`config.mk`:
```
export PLATFORM = sky130hd
export DESIGN_NAME = img_ram_port_arbiter_flat
export DESIGN_NICKNAME = d
export VERILOG_FILES = /design/src/rtl/img_ram_pkg.sv /design/src/rtl/img_ram_port_arbiter_if.sv /design/src/rtl/rr_burst_arb.sv /design/src/rtl/img_ram_port_arbiter.sv /design/src/flat_wrapper.sv
export SDC_FILE = /design/constraint.sdc
export NUM_CORES = 1
export LEC_CHECK = 0
export BUFFER_PORTS_ARGS = -buffer_cell sky130_fd_sc_hd__buf_2
export CORE_UTILIZATION = 41
export CTS_BUF_LIST = sky130_fd_sc_hd__clkbuf_8
export DETAILED_ROUTE_END_ITERATION = 7
export GPL_ROUTABILITY_DRIVEN = 0
export PLACE_DENSITY = 0.75
export SETUP_SLACK_MARGIN = 0.5
export SLEW_MARGIN = 20
export SYNTH_ARGS = -nofsm -noshare
export SYNTH_HDL_FRONTEND = slang
export SYNTH_HIERARCHICAL = 1
export SYNTH_SLANG_ARGS = --single-unit
```
`constraint.sdc`:
```
create_clock -name clk -period 2.1 [get_ports clk]
set_input_delay 0.315 -clock clk [delete_from_list [all_inputs] [get_ports clk]]
set_output_delay 0.315 -clock clk [all_outputs]
set_load 0.005 [all_outputs]
```
`src/rtl/img_ram_pkg.sv`:
```
// Shared constants and owner encoding for the image RAM port-A arbiter.
// Used by the arbiter core, its bus interface and the top level.
package img_ram_pkg;

  localparam int ADDR_W = 19;
  localparam int DATA_W = 8;

  localparam logic [1:0] OWN_NONE = 2'd0;
  localparam logic [1:0] OWN_WR   = 2'd1;
  localparam logic [1:0] OWN_RD   = 2'd2;

  typedef enum logic [1:0] {
    ST_NONE = OWN_NONE,
    ST_WR   = OWN_WR,
    ST_RD   = OWN_RD
  } own_e;

endpackage

```
`src/rtl/img_ram_port_arbiter_if.sv`:
```
// Bus bundle between the requesters/RAM (master) and the arbiter (slave).
// Ports: writer/reader req-gnt, read return, RAM port A, owner debug.
interface img_ram_port_arbiter_if #(
  parameter int ADDR_W = img_ram_pkg::ADDR_W,
  parameter int DATA_W = img_ram_pkg::DATA_W
);
  logic              wr_req;
  logic [ADDR_W-1:0] wr_addr;
  logic [DATA_W-1:0] wr_data;
  logic              wr_gnt;
  logic              rd_req;
  logic [ADDR_W-1:0] rd_addr;
  logic              rd_gnt;
  logic [DATA_W-1:0] rd_data;
  logic              rd_valid;
  logic [ADDR_W-1:0] ram_addr;
  logic [DATA_W-1:0] ram_data;
  logic              ram_we;
  logic [DATA_W-1:0] ram_q;
  logic [1:0]        owner;

  modport master (
    output wr_req, wr_addr, wr_data,
    output rd_req, rd_addr, ram_q,
    input  wr_gnt, rd_gnt, rd_data, rd_valid,
    input  ram_addr, ram_data, ram_we, owner
  );

  modport slave (
    input  wr_req, wr_addr, wr_data,
    input  rd_req, rd_addr, ram_q,
    output wr_gnt, rd_gnt, rd_data, rd_valid,
    output ram_addr, ram_data, ram_we, owner
  );
endinterface

```
`src/rtl/rr_burst_arb.sv`:
```
// Two-requester burst-locked round-robin grant, owner and burst counter.
// Ports: clk, rst_n, i_wr_req, i_rd_req -> o_wr_gnt, o_rd_gnt, o_owner.
module rr_burst_arb
  import img_ram_pkg::*;
#(
  parameter int BURST_MAX = 16
) (
  input  logic       clk,
  input  logic       rst_n,
  input  logic       i_wr_req,
  input  logic       i_rd_req,
  output logic       o_wr_gnt,
  output logic       o_rd_gnt,
  output logic [1:0] o_owner
);

  localparam logic [7:0] CMAX = 8'(BURST_MAX - 1);

  own_e       r_own, w_own_nx;
  logic       r_last_rd, w_last_nx;
  logic [7:0] r_cnt, w_cnt_nx;
  logic       w_wr_pref;
  logic       w_idle;
  logic       w_acc_own;
  logic       w_oth_req;
  logic       w_at_max;

  // Preferred side: the owner, else the side that did not go last.
  always_comb begin
    w_wr_pref = r_last_rd;
    unique case (r_own)
      ST_WR:   w_wr_pref = 1'b1;
      ST_RD:   w_wr_pref = 1'b0;
      default: w_wr_pref = r_last_rd;
    endcase
  end

  assign o_wr_gnt = i_wr_req & (w_wr_pref | ~i_rd_req);
  assign o_rd_gnt = i_rd_req & (~w_wr_pref | ~i_wr_req);

  assign w_idle    = ~(o_wr_gnt | o_rd_gnt);
  assign w_acc_own = (r_own == ST_WR && o_wr_gnt) ||
                     (r_own == ST_RD && o_rd_gnt);
  assign w_oth_req = (r_own == ST_WR) ? i_rd_req : i_wr_req;
  assign w_at_max  = (int'(r_cnt) + 1) >= BURST_MAX;

  always_comb begin
    w_own_nx  = r_own;
    w_cnt_nx  = r_cnt;
    w_last_nx = r_last_rd;
    unique case (1'b1)
      w_idle: begin
        w_own_nx = ST_NONE;
        w_cnt_nx = '0;
      end
      w_acc_own: begin
        if (w_at_max && w_oth_req) begin
          w_own_nx  = (r_own == ST_WR) ? ST_RD : ST_WR;
          w_cnt_nx  = '0;
          w_last_nx = (r_own == ST_RD);
        end else if (int'(r_cnt) >= BURST_MAX - 1) begin
          w_cnt_nx = CMAX;
        end else begin
          w_cnt_nx = r_cnt + 8'd1;
        end
      end
      default: begin
        w_own_nx  = o_wr_gnt ? ST_WR : ST_RD;
        w_cnt_nx  = 8'd1;
        w_last_nx = o_rd_gnt;
      end
    endcase
  end

  always_ff @(posedge clk or negedge rst_n) begin
    if (!rst_n) begin
      r_own     <= ST_NONE;
      r_cnt     <= '0;
      r_last_rd <= 1'b1;
    end else begin
      r_own     <= w_own_nx;
      r_cnt     <= w_cnt_nx;
      r_last_rd <= w_last_nx;
    end
  end

  assign o_owner = r_own;

endmodule

```
`src/rtl/img_ram_port_arbiter.sv`:
```
// Shares image RAM port A between loader writes and downsample reads.
// Ports: clk, rst_n, bus (slave): req/gnt, RAM port A, read return.
module img_ram_port_arbiter #(
  parameter int ADDR_W    = img_ram_pkg::ADDR_W,
  parameter int DATA_W    = img_ram_pkg::DATA_W,
  parameter int BURST_MAX = 16
) (
  input logic                  clk,
  input logic                  rst_n,
  img_ram_port_arbiter_if.slave bus
);

  logic              w_wr_gnt;
  logic              w_rd_gnt;
  logic              w_wr_acc;
  logic              w_rd_acc;
  logic [ADDR_W-1:0] r_ram_addr;
  logic [DATA_W-1:0] r_ram_data;
  logic              r_ram_we;
  logic              r_rd_p1;
  logic              r_rd_valid;

  rr_burst_arb #(
    .BURST_MAX(BURST_MAX)
  ) u_arb (
    .clk      (clk),
    .rst_n    (rst_n),
    .i_wr_req (bus.wr_req),
    .i_rd_req (bus.rd_req),
    .o_wr_gnt (w_wr_gnt),
    .o_rd_gnt (w_rd_gnt),
    .o_owner  (bus.owner)
  );

  assign w_wr_acc = bus.wr_req & w_wr_gnt;
  assign w_rd_acc = bus.rd_req & w_rd_gnt;

  // Read flag rides beside the RAM's own output register, so
  // r_rd_valid lines up with ram_q two cycles after accept.
  always_ff @(posedge clk or negedge rst_n) begin
    if (!rst_n) begin
      r_ram_addr <= '0;
      r_ram_data <= '0;
      r_ram_we   <= 1'b0;
      r_rd_p1    <= 1'b0;
      r_rd_valid <= 1'b0;
    end else begin
      r_ram_we   <= w_wr_acc;
      r_rd_p1    <= w_rd_acc;
      r_rd_valid <= r_rd_p1;
      if (w_wr_acc) begin
        r_ram_addr <= bus.wr_addr;
        r_ram_data <= bus.wr_data;
      end else if (w_rd_acc) begin
        r_ram_addr <= bus.rd_addr;
      end
    end
  end

  assign bus.wr_gnt   = w_wr_gnt;
  assign bus.rd_gnt   = w_rd_gnt;
  assign bus.ram_addr = r_ram_addr;
  assign bus.ram_data = r_ram_data;
  assign bus.ram_we   = r_ram_we;
  assign bus.rd_valid = r_rd_valid;
  assign bus.rd_data  = r_rd_valid ? bus.ram_q : '0;

endmodule
```
`src/flat_wrapper.sv`:
```
// flat-port wrapper written by rule: the top's interface ports become plain ports
module img_ram_port_arbiter_flat 
#(
  parameter int ADDR_W    = img_ram_pkg::ADDR_W,
  parameter int DATA_W    = img_ram_pkg::DATA_W,
  parameter int BURST_MAX = 16
)
  (clk, rst_n, bus_wr_req, bus_wr_addr, bus_wr_data, bus_rd_req, bus_rd_addr, bus_ram_q, bus_wr_gnt, bus_rd_gnt, bus_rd_data, bus_rd_valid, bus_ram_addr, bus_ram_data, bus_ram_we, bus_owner);
  img_ram_port_arbiter_if #(.ADDR_W(ADDR_W), .DATA_W(DATA_W)) bus_i ();
  input logic clk;
  input logic rst_n;
  input wire logic [$bits(bus_i.wr_req)-1:0] bus_wr_req;
  input wire logic [$bits(bus_i.wr_addr)-1:0] bus_wr_addr;
  input wire logic [$bits(bus_i.wr_data)-1:0] bus_wr_data;
  input wire logic [$bits(bus_i.rd_req)-1:0] bus_rd_req;
  input wire logic [$bits(bus_i.rd_addr)-1:0] bus_rd_addr;
  input wire logic [$bits(bus_i.ram_q)-1:0] bus_ram_q;
  output wire logic [$bits(bus_i.wr_gnt)-1:0] bus_wr_gnt;
  output wire logic [$bits(bus_i.rd_gnt)-1:0] bus_rd_gnt;
  output wire logic [$bits(bus_i.rd_data)-1:0] bus_rd_data;
  output wire logic [$bits(bus_i.rd_valid)-1:0] bus_rd_valid;
  output wire logic [$bits(bus_i.ram_addr)-1:0] bus_ram_addr;
  output wire logic [$bits(bus_i.ram_data)-1:0] bus_ram_data;
  output wire logic [$bits(bus_i.ram_we)-1:0] bus_ram_we;
  output wire logic [$bits(bus_i.owner)-1:0] bus_owner;
  assign bus_i.wr_req = bus_wr_req;
  assign bus_i.wr_addr = bus_wr_addr;
  assign bus_i.wr_data = bus_wr_data;
  assign bus_i.rd_req = bus_rd_req;
  assign bus_i.rd_addr = bus_rd_addr;
  assign bus_i.ram_q = bus_ram_q;
  assign bus_wr_gnt = bus_i.wr_gnt;
  assign bus_rd_gnt = bus_i.rd_gnt;
  assign bus_rd_data = bus_i.rd_data;
  assign bus_rd_valid = bus_i.rd_valid;
  assign bus_ram_addr = bus_i.ram_addr;
  assign bus_ram_data = bus_i.ram_data;
  assign bus_ram_we = bus_i.ram_we;
  assign bus_owner = bus_i.owner;
  img_ram_port_arbiter #(.ADDR_W(ADDR_W), .DATA_W(DATA_W), .BURST_MAX(BURST_MAX)) u_core (.clk(clk), .rst_n(rst_n), .bus(bus_i));
endmodule
```
==> results of run 1 <==
==> worst paths after layout <==
check | endpoint | slack, ns
max reg2reg | u_core/bus.ram_addr[7] | 0.03
max in group asynchronous | u_core/bus.ram_data[5] | 1.03
max | bus_rd_gnt | 0.03
min reg2reg | u_core/bus.rd_valid | 0.36
min | u_core/bus.ram_data[1] | 0.23
min in group asynchronous | u_core/bus.ram_addr[9] | 0.52
==> power breakdown <==
part           leakage, uW  internal [uW]  total (uW)  switching, uW
Combinational      0.00113           1250        2220            978
Clock            0.0000585            356         642            285
Sequential        0.000475           1110        1390            281
Total              0.00166           2710        4260           1540
==> cells by family after synthesis <==
group | Yosys count | synth area share
AOI/OAI and AO/OA | 85 | 0.326
adders and majority gates | 3 | 0.0150
buffers and inverters | 29 | 0.0716
DFF | 41 | 0.411
muxes | 11 | 0.0491
other | 1 | 0.00150
and+or+nand+nor | 55 | 0.126
==> through the flow <==
step | hold WS [ns] | setup TNS (ns)
after floorplan | 0.0194 | 0
after global routing | 0.226 | -0.0126
after CTS | 0.226 | 0
after detailed placement | 0.307 | 0
after global placement | 0.304 | 0
final | 0.233 | 0
==> timing repair <==
action | in CTS | in global routing
endpoints found under the hold margin | 18 | 0
hold buffers | 1 | 0
setup buffers | 8 | 6
resized for setup | 27 | 13
pin swaps | 7 | 4
gates cloned | 3 | 2
setup endpoints to repair | 38 | 38
==> flip-flops by register name, summed over array words and instances (netlist names) <==
name and count:
u_core/r_rd_p1 1, u_core/bus.ram_addr 19, u_core/bus.rd_valid 1, u_core/bus.ram_data 8, u_core/bus.ram_we 1, u_core/u_arb/o_owner 2
u_core/u_arb/r_last_rd 1, u_core/u_arb/r_cnt 8
==> worst max-delay path, delay by kind of cell, from the launching register on <==
| family | cells | cell delay (ns) |
|---|---|---|
| simple gates | 2 | 0.24 |
| buf+inv | 2 | 0.23 |
| flops | 1 | 0.44 |
| fa+ha+maj | 1 | 0.27 |
| compound gates | 1 | 0.28 |
==> layer usage <==
layer / vias up / share of wire
met5: - / 0
met4: 0 / 0.013
met3: 15 / 0.058
met2: 101 / 0.51
met1: 1144 / 0.42
li1: 1089 / -
==> area by class of cell <==
| cell class | count | area share |
|---|---|---|
| Inverter | 6 | 0.00608 |
| Clock inverter | 3 | 0.0118 |
| Sequential cell | 41 | 0.278 |
| Clock buffer | 5 | 0.0186 |
| Tap cell | 75 | 0.0253 |
| Multi-Input combinational cell | 158 | 0.420 |
| Timing Repair Buffer | 129 | 0.240 |
==> placed cells by master (no fill, tap or decap), types with 2 or more instances in the layout <==
cell type	count
nand2b_1	2
a31oi_4	2
inv_1	5
nand2_1	3
mux2_1	9
buf_2	96
dfrtp_2	2
nor2_1	4
clkbuf_8	5
conb_1	4
o22ai_1	2
nand3_2	3
a21oi_1	5
a21bo_2	19
buf_6	6
a221oi_2	14
dfrtp_1	38
a31oi_1	11
a31oi_2	10
bufbuf_16	2
nand3_1	19
ha_4	2
buf_12	4
buf_4	18
a221oi_4	5
nand3b_1	2
o21ai_0	4
and2_1	11
==> flow_summary.ini, run 1 <==
[synthesis]
synth.area.top_cells = dfrtp_1 (40%), a21bo_2 (7.6%), a221oi_2 (6.6%)
yosysSeqAreaShare = 0.411
yosysTopAreaCellShare = 0.400
synth_warnings = 6
synthArstFlopShare = 1.00
ys_top_cells_by_count = dfrtp_1 (40), nand3_1 (22), a21bo_2 (19)
yosysUniqueCellTypes = 45
synth_largest_area_cell = dfrtp_1
ys_ff_latch = 41
synth_enable_flop_cells = 0
syn_avg_cell_area_sq_um = 11.1
netlist_area_sq_um = 2500
syn-instance-count = 225
synth-main-ff-cell = dfrtp_1
yosysMostFrequentCell = dfrtp_1

[floorplan]
io_pins = 99
die_x_microns = 80.1
core_sq_um = 5890
die_y_microns = 80.1
die_area_sq_um = 6410
initial_core_util = 0.425
rows = 28

[power_and_ir_drop]
ir_drop_v = 0.000609
p_total_uw = 4260
leakage_uw = 0.00166
p_per_area_nw_per_um2 = 1150

[global_route]
top_usage_layer = met2
met2_usage = 0.329
track_usage = 0.198
grt_pass1_wl_microns = 9910
grt_max_degree = 57
grt_use_met1 = 0.263
first_global_vias = 2091
antenna_found_initial = 0
grt.overflow.total = 0
grt_use_met3 = 0.0341

[sta]
period_minus_slack_ns = 2.07
hold_viol = 0
rsz0062_at_grt = yes
max_freq_mhz = 482
relSlewSlack = 0.489
fin_skew_ns = 0.00964
tightest_slew_ns = 0.767
fin_crit_sh = 0.988
setup_ws_ns = 0.0256
drv_slew = 0
finalSetupViolations = 0

[drt]
vias = 2349
wl_per_cell_microns = 16.0
drt_wl_total_microns = 6680
dr.pass1.iters = 4
drc = 0
vias_per_cell = 5.63
ant_nets = 0
drtIter0Drc = 148

[worst_setup_path]
r2r_start = u_core/u_arb/o_owner[1]
required_ns = 1.78
crit_type = reg -> out
path_max_fanout = 4
worst_setup_path_start_kind = register
crit_path_max_incr_delay_ns = 0.44
endpoint_kind = output pin
worstPathCellList = ha_4 > nand2b_4 > a31oi_4 > nor2b_4 > buf_12 > buf_6
r2r_cells = 8
slowest_stage = dfrtp_2
setup.worst_path.start = u_core/u_arb/o_owner[1]
cp.arrival_ns = 1.76

[cells_and_area]
ff_latch_area_sq_um = 1030
antenna_cells = 0
final_core_util = 0.629
syn2layout_area_growth_pct = 48.2
finalNonFillerCells = 417
fin_nets = 402
drive_gt1_frac = 0.611
fin_area_sq_um = 3700
multiInputGateArea_sq_um = 1560
nFillCells = 464

[clock_tree]
htree_num_levels = 2
cts_made_buffers = 5
clockBufferDepth = 2
cts_sinks = 41
clk_latency_ns = 0.29
cts_tree = done
clkTransAtPathRegs_ns = 0.08
clockRootBuffer = clkbuf_8

[hold_path]
min-delay-start = bus_wr_data[1]
hold_class = in -> reg
hold_depth = 2

[outcome]
status = finished clean

[placement]
port_buffers = 98
dp_hpwl_microns = 3900
post_dp_cell_area_sq_um = 3110
pre_cts_slack_ns = 0.0563
dpl.cell_count = 389

[job]
maxCapViolations = 0
No activity file was read; power rests on OpenSTA's default activity.
==> run 2, diff against run 1 <==
--- a/config.mk
+++ b/config.mk
@@ -5,15 +5,15 @@
 export SDC_FILE = /design/constraint.sdc
 export NUM_CORES = 1
 export LEC_CHECK = 0
+export ABC_CLOCK_PERIOD_IN_PS = 2490
 export BUFFER_PORTS_ARGS = -buffer_cell sky130_fd_sc_hd__buf_2
 export CORE_UTILIZATION = 41
 export CTS_BUF_LIST = sky130_fd_sc_hd__clkbuf_8
 export DETAILED_ROUTE_END_ITERATION = 7
 export GPL_ROUTABILITY_DRIVEN = 0
-export PLACE_DENSITY = 0.75
+export PLACE_DENSITY = 0.8
 export SETUP_SLACK_MARGIN = 0.5
 export SLEW_MARGIN = 20
 export SYNTH_ARGS = -nofsm -noshare
 export SYNTH_HDL_FRONTEND = slang
-export SYNTH_HIERARCHICAL = 1
 export SYNTH_SLANG_ARGS = --single-unit
==> constraint.sdc (replaced) <==
create_clock -name clk -period 2.49 [get_ports clk]
set_input_delay 0.3735 -clock clk [delete_from_list [all_inputs] [get_ports clk]]
set_output_delay 0.3735 -clock clk [all_outputs]
set_load 0.005 [all_outputs]
==> flow_summary.ini, run 2 <==
[outcome]
status = finished clean

[global_route]
grt_max_degree = 42
grt.overflow.total = 0
first_global_vias = 1574
antenna_found_initial = 0
grt_pass1_wl_microns = 7130
track_usage = 0.187

[synthesis]
post_synth_and_or_nand_nor_area_fraction = 0.0974
ys_top_cells_by_count = dfrtp_1 (40), inv_1 (23), a222oi_1 (19)
yosysSeqAreaShare = 0.540
ys_ff_latch = 41
yosys.area_share.xor_xnor = 0.00461
yosysUniqueCellTypes = 41
synth_enable_flop_cells = 0
synth_largest_area_cell = dfrtp_1
synth_top_family_by_area = compound AO/OA/AOI/OAI gates
synth.area.top_cells = dfrtp_1 (53%), a222oi_1 (10%), mux2_2 (4.7%)
synth_adder_area_share = 0.0197
netlist_area_sq_um = 1900
syn-instance-count = 166
synthArstFlopShare = 1.00
yosysTopAreaCellShare = 0.527
yosysMostFrequentCell = dfrtp_1
muxShareOfSynthArea = 0.0527
synth_warnings = 0
synth-main-ff-cell = dfrtp_1
synth-compound-area-share = 0.205
syn_avg_cell_area_sq_um = 11.4

[clock_tree]
clockRootBuffer = clkbuf_8
clockBufferDepth = 2
cts_made_buffers = 5
cts_sinks = 41
clk_latency_ns = 0.29
cts_tree = done
clkTransAtPathRegs_ns = 0.07
htree_num_levels = 2

[cells_and_area]
layout_common_cells = buf_2 (98), dfrtp_1 (38), inv_1 (22)
ff_latch_area_sq_um = 1030
nFillCells = 352
multiInputGateArea_sq_um = 802
syn2layout_area_growth_pct = 41.7
final_common_cell = buf_2
fin_nets = 337
antenna_cells = 0
finalNonFillerCells = 329
largest_reg_flops = 19
drive_gt1_frac = 0.498

[job]
maxCapViolations = 0

[placement]
port_buffers = 98
dp_hpwl_microns = 3180
dpl.cell_count = 314

[sta]
relSlewSlack = 0.421
fin_crit_sh = 0.865
rsz0062_at_grt = yes
max_freq_mhz = 464
fin_skew_ns = 0.00438
drv_slew = 0
tightest_slew_ns = 0.868
hold_viol = 0
period_minus_slack_ns = 2.15
finalSetupViolations = 0
setup_tns_ns = 0

[power_and_ir_drop]
p_per_area_nw_per_um2 = 915
p_switching_uw = 770
p_int_uw = 1690
combPwrFrac = 0.374
sw_frac_of_total = 0.313
p_clk_frac = 0.221
seq_power_share = 0.405
leakage_uw = 0.00145
ir_drop_v = 0.000470

[worst_setup_path]
crit_type = reg -> out
worst_setup_path_start_kind = register
slowest_stage = dfrtp_2
endpoint_kind = output pin
worstPathCellList = inv_2 > ha_4 > and2_4 > o31a_1 > buf_6 > nor2_4 > buf_2
cp.arrival_ns = 1.78
crit_path_max_incr_delay_ns = 0.45
required_ns = 2.12
path_max_fanout = 4

[floorplan]
die_y_microns = 70.1
initial_core_util = 0.431
rows = 24
io_pins = 99
die_area_sq_um = 4910
die_x_microns = 70.1
core_sq_um = 4410

[hold_path]
hold_class = in -> async

[drt]
wl_per_cell_microns = 13.7
drc = 0
drtIter0Drc = 144
vias_per_cell = 5.30
drt_wl_total_microns = 4510
dr.pass1.iters = 5
vias = 1743
ant_nets = 0
-- run 2: cell types whose count changed after synthesis, sizes merged, moves of 11 or more --
cell and change:
nand3 -20, a31oi -23, a221oi -18, a21bo -20, a222oi +19, inv +18, buf -11
-- run 2: cell type report --
class	count	share of cell area
Sequential cell	41	0.382
Timing Repair Buffer	109	0.219
Inverter	24	0.0335
Clock inverter	2	0.0125
Tap cell	52	0.0242
Clock buffer	6	0.0307
Multi-Input combinational cell	95	0.298
-- run 2: worst max-delay path: cells and delay by family, from the launching register on --
| kind | cells | cell delay, ns |
|---|---|---|
| AOI/OAI and AO/OA | 1 | 0.26 |
| buffers and inverters | 3 | 0.35 |
| DFF | 1 | 0.45 |
| adders and majority gates | 1 | 0.21 |
| and+or+nand+nor | 2 | 0.23 |
-- run 2: stage by stage --
stage               setup WS [ns]  hold slack (ns)  area [sq um]   util  power [uW]
CTS                         0.400            0.233          2630  0.595        2370
global route                0.289            0.272          2690  0.610        2610
detailed placement          0.427            0.353          2440  0.553        1740
global placement            0.482            0.333          2440  0.553        1710
floorplan                   0.526           0.0779          1910      -        1420
finish                      0.337            0.182          2690  0.610        2460
-- run 2: timing repair --
item | in CTS | in global routing
pin swaps | 6 | 16
cloned | 0 | 0
setup endpoints to repair | 26 | 27
hold buffers | 0 | 0
setup buffers | 4 | 3
resized for setup | 10 | 7
-- run 2: final timing paths --
path | start | to | slack [ns] | depth (start not counted)
max | u_core.u_arb.o_owner[0] | bus_rd_gnt | 0.34 | 7
min | rst_n | u_core.u_arb.r_cnt[2] | 0.18 | 1
max reg2reg | u_core.u_arb.o_owner[0] | u_core.bus.ram_addr[6] | 0.43 | 8
min reg2reg | u_core.r_rd_p1 | u_core.bus.rd_valid | 0.36 | 0
max in group asynchronous | rst_n | u_core.u_arb.o_owner[1] | 1.70 | 1
min in group clk | bus_rd_addr[5] | u_core.bus.ram_addr[5] | 0.28 | 3
-- run 2: cell families (layout without fill, tap and decap cells) --
| kind of cell | after synthesis | after routing |
|---|---|---|
| fa+ha+maj | 3 | 3 |
| compound gates | 46 | 46 |
| simple gates | 32 | 32 |
| flops | 41 | 41 |
| mux | 9 | 9 |
| buf+inv | 33 | 141 |
| other cells | 1 | 4 |
| xor+xnor | 1 | 1 |
-- run 2: power groups by stage --
stage / logic [uW] / clock network, uW / registers (uW)
6_report: 921 / 545 / 997
4_1_cts: 829 / 551 / 990
5_1_grt: 1010 / 574 / 1020
3_5_place_dp: 751 / 0 / 985
3_3_place_gp: 733 / 0 / 981
2_1_floorplan: 436 / 0 / 987
-- run 2: per-layer routing --
| layer | global-route usage | up-vias | share of wire |
|---|---|---|---|
| met4 | 0.0800 | 0 | 0.018 |
| met5 | 0 | - | 0 |
| met2 | 0.312 | 100 | 0.50 |
| met1 | 0.226 | 806 | 0.39 |
| met3 | 0.0519 | 9 | 0.086 |
| li1 | - | 828 | - |
==> run 3, diff against run 2 <==
--- a/config.mk
+++ b/config.mk
@@ -11,6 +11,7 @@
 export CTS_BUF_LIST = sky130_fd_sc_hd__clkbuf_8
 export DETAILED_ROUTE_END_ITERATION = 7
 export GPL_ROUTABILITY_DRIVEN = 0
+export GPL_TIMING_DRIVEN = 0
 export PLACE_DENSITY = 0.8
 export SETUP_SLACK_MARGIN = 0.5
 export SLEW_MARGIN = 20
==> flow_summary.ini, run 3 (synthesis gave the netlist of run 2 again) <==
[sta]
fin_hold_ws_ns = 0.196
finalSetupViolations = 0
setup_tns_ns = 0
relSlewSlack = 0.425
max_freq_mhz = 470
tightest_slew_ns = 0.862
rsz0062_at_grt = yes
hold_viol = 0
drv_slew = 0
period_minus_slack_ns = 2.13
fin_crit_sh = 0.854
fin_skew_ns = 0.00535

[drt]
dr.pass1.iters = 7
ant_nets = 0
vias = 1834
drt_wl_total_microns = 4930
wl_per_cell_microns = 14.6
drc = 0
drtIter0Drc = 142
vias_per_cell = 5.43

[clock_tree]
clockBufferDepth = 2
cts_made_buffers = 5
ctsHoldBuffers = 0
cts_tree = done
htree_num_levels = 2
clockRootBuffer = clkbuf_8
cts_sinks = 41
clkTransAtPathRegs_ns = 0.07
clk_latency_ns = 0.29

[worst_setup_path]
path_max_fanout = 4
worst_setup_path_start_kind = register
crit_type = reg -> out
required_ns = 2.12
cp.arrival_ns = 1.75
endpoint_kind = output pin
r2r_cells = 9

[floorplan]
rows = 24
core_sq_um = 4410
die_x_microns = 70.1
die_y_microns = 70.1
initial_core_util = 0.431
io_pins = 99
die_area_sq_um = 4910

[power_and_ir_drop]
ir_drop_v = 0.000532
p_total_uw = 2590
leakage_uw = 0.00149
p_int_uw = 1760
p_clk_frac = 0.202
sw_frac_of_total = 0.321
combPwrFrac = 0.415
seq_power_share = 0.383
p_switching_uw = 832
p_per_area_nw_per_um2 = 925

[cells_and_area]
drive_gt1_frac = 0.528
antenna_cells = 0
layout_common_cells = buf_2 (97), dfrtp_1 (39), inv_1 (22)
fin_nets = 346
final_common_cell = buf_2
syn2layout_area_growth_pct = 47.2
largest_reg_flops = 19

[job]
maxCapViolations = 0

[outcome]
status = finished clean

[hold_path]
hold_class = in -> async

[global_route]
antenna_found_initial = 0
grt_max_degree = 42
grt_pass1_wl_microns = 7800
track_usage = 0.201
first_global_vias = 1740
grt.overflow.total = 0

[placement]
dp_hpwl_microns = 3190
port_buffers = 96
-- run 3: cell count changes in the layout (fill, tap and decap cells not counted), moves of 2 or more --
cell,before,now
nor2b_1,2,0
buf_6,1,8
clkbuf_1,0,2
a21boi_2,0,3
a21boi_1,3,0
-- run 3: worst max-delay path: stages, from the launching register on --
cell and delay (ns):
dfrtp_2 0.45, ha_4 0.27, and2_4 0.15, buf_6 0.11
buf_6 0.12, o31a_1 0.24, buf_2 0.13
-- run 3: stage by stage --
| step | cell area, sq um | std cells | setup WS [ns] | utilization |
|---|---|---|---|---|
| 6_report | 2800 | 338 | 0.362 | 0.634 |
| 5_1_grt | 2800 | 338 | 0.301 | 0.634 |
| 4_1_cts | 2730 | 336 | 0.321 | 0.618 |
| 3_5_place_dp | 2460 | 317 | 0.329 | 0.557 |
| 3_3_place_gp | 2460 | 317 | 0.355 | 0.557 |
| 2_1_floorplan | 1910 | 169 | 0.526 | - |
-- run 3: metal layers --
layer / share of wire / vias to the layer above / wire length, microns / track usage
li1: - / 852 / - / -
met1: 0.41 / 878 / 2000 / 0.245
met2: 0.51 / 96 / 2490 / 0.347
met3: 0.075 / 8 / 369 / 0.0534
met4: 0.014 / 0 / 70 / 0.0622
met5: 0 / - / 0 / 0
-- run 3: repair_timing --
action / 4_1_cts / 5_1_grt
pin swaps: 22 / 8
setup endpoints to repair: 25 / 35
cloned: 1 / 0
setup buffers: 10 / 2
gates resized for setup: 18 / 13
-- run 3: final timing paths --
kind	startpoint	to	slack, ns
worst min register to register	u_core.r_rd_p1	u_core.bus.rd_valid	0.35
max in group asynchronous	rst_n	u_core.u_arb.o_owner[1]	1.71
min in group clk	bus_rd_addr[3]	u_core.bus.ram_addr[3]	0.29
worst max-delay path	u_core.u_arb.o_owner[1]	bus_wr_gnt	0.36
worst max register to register	u_core.u_arb.o_owner[0]	u_core.bus.ram_addr[16]	0.42
worst min-delay path	rst_n	u_core.u_arb.o_owner[0]	0.20
-- run 3: power groups by stage --
stage / Sequential, uW / Combinational [uW] / Clock [uW]
after global placement: 982 / 739 / 0
after global routing: 1020 / 1160 / 567
after floorplan: 987 / 436 / 0
after detailed placement: 984 / 768 / 0
final: 992 / 1070 / 522
after CTS: 986 / 970 / 536
-- run 3: final cells by class --
cell class	instances	area, sq um
fillers	357	1620
clock buffers	5	68.8
inverters	24	90.1
multi-input cells	95	830
flip-flops and latches	41	1030
plain buffers	9	70.1
clock inverters	3	42.5
repair buffers	109	603
well taps	52	65.1
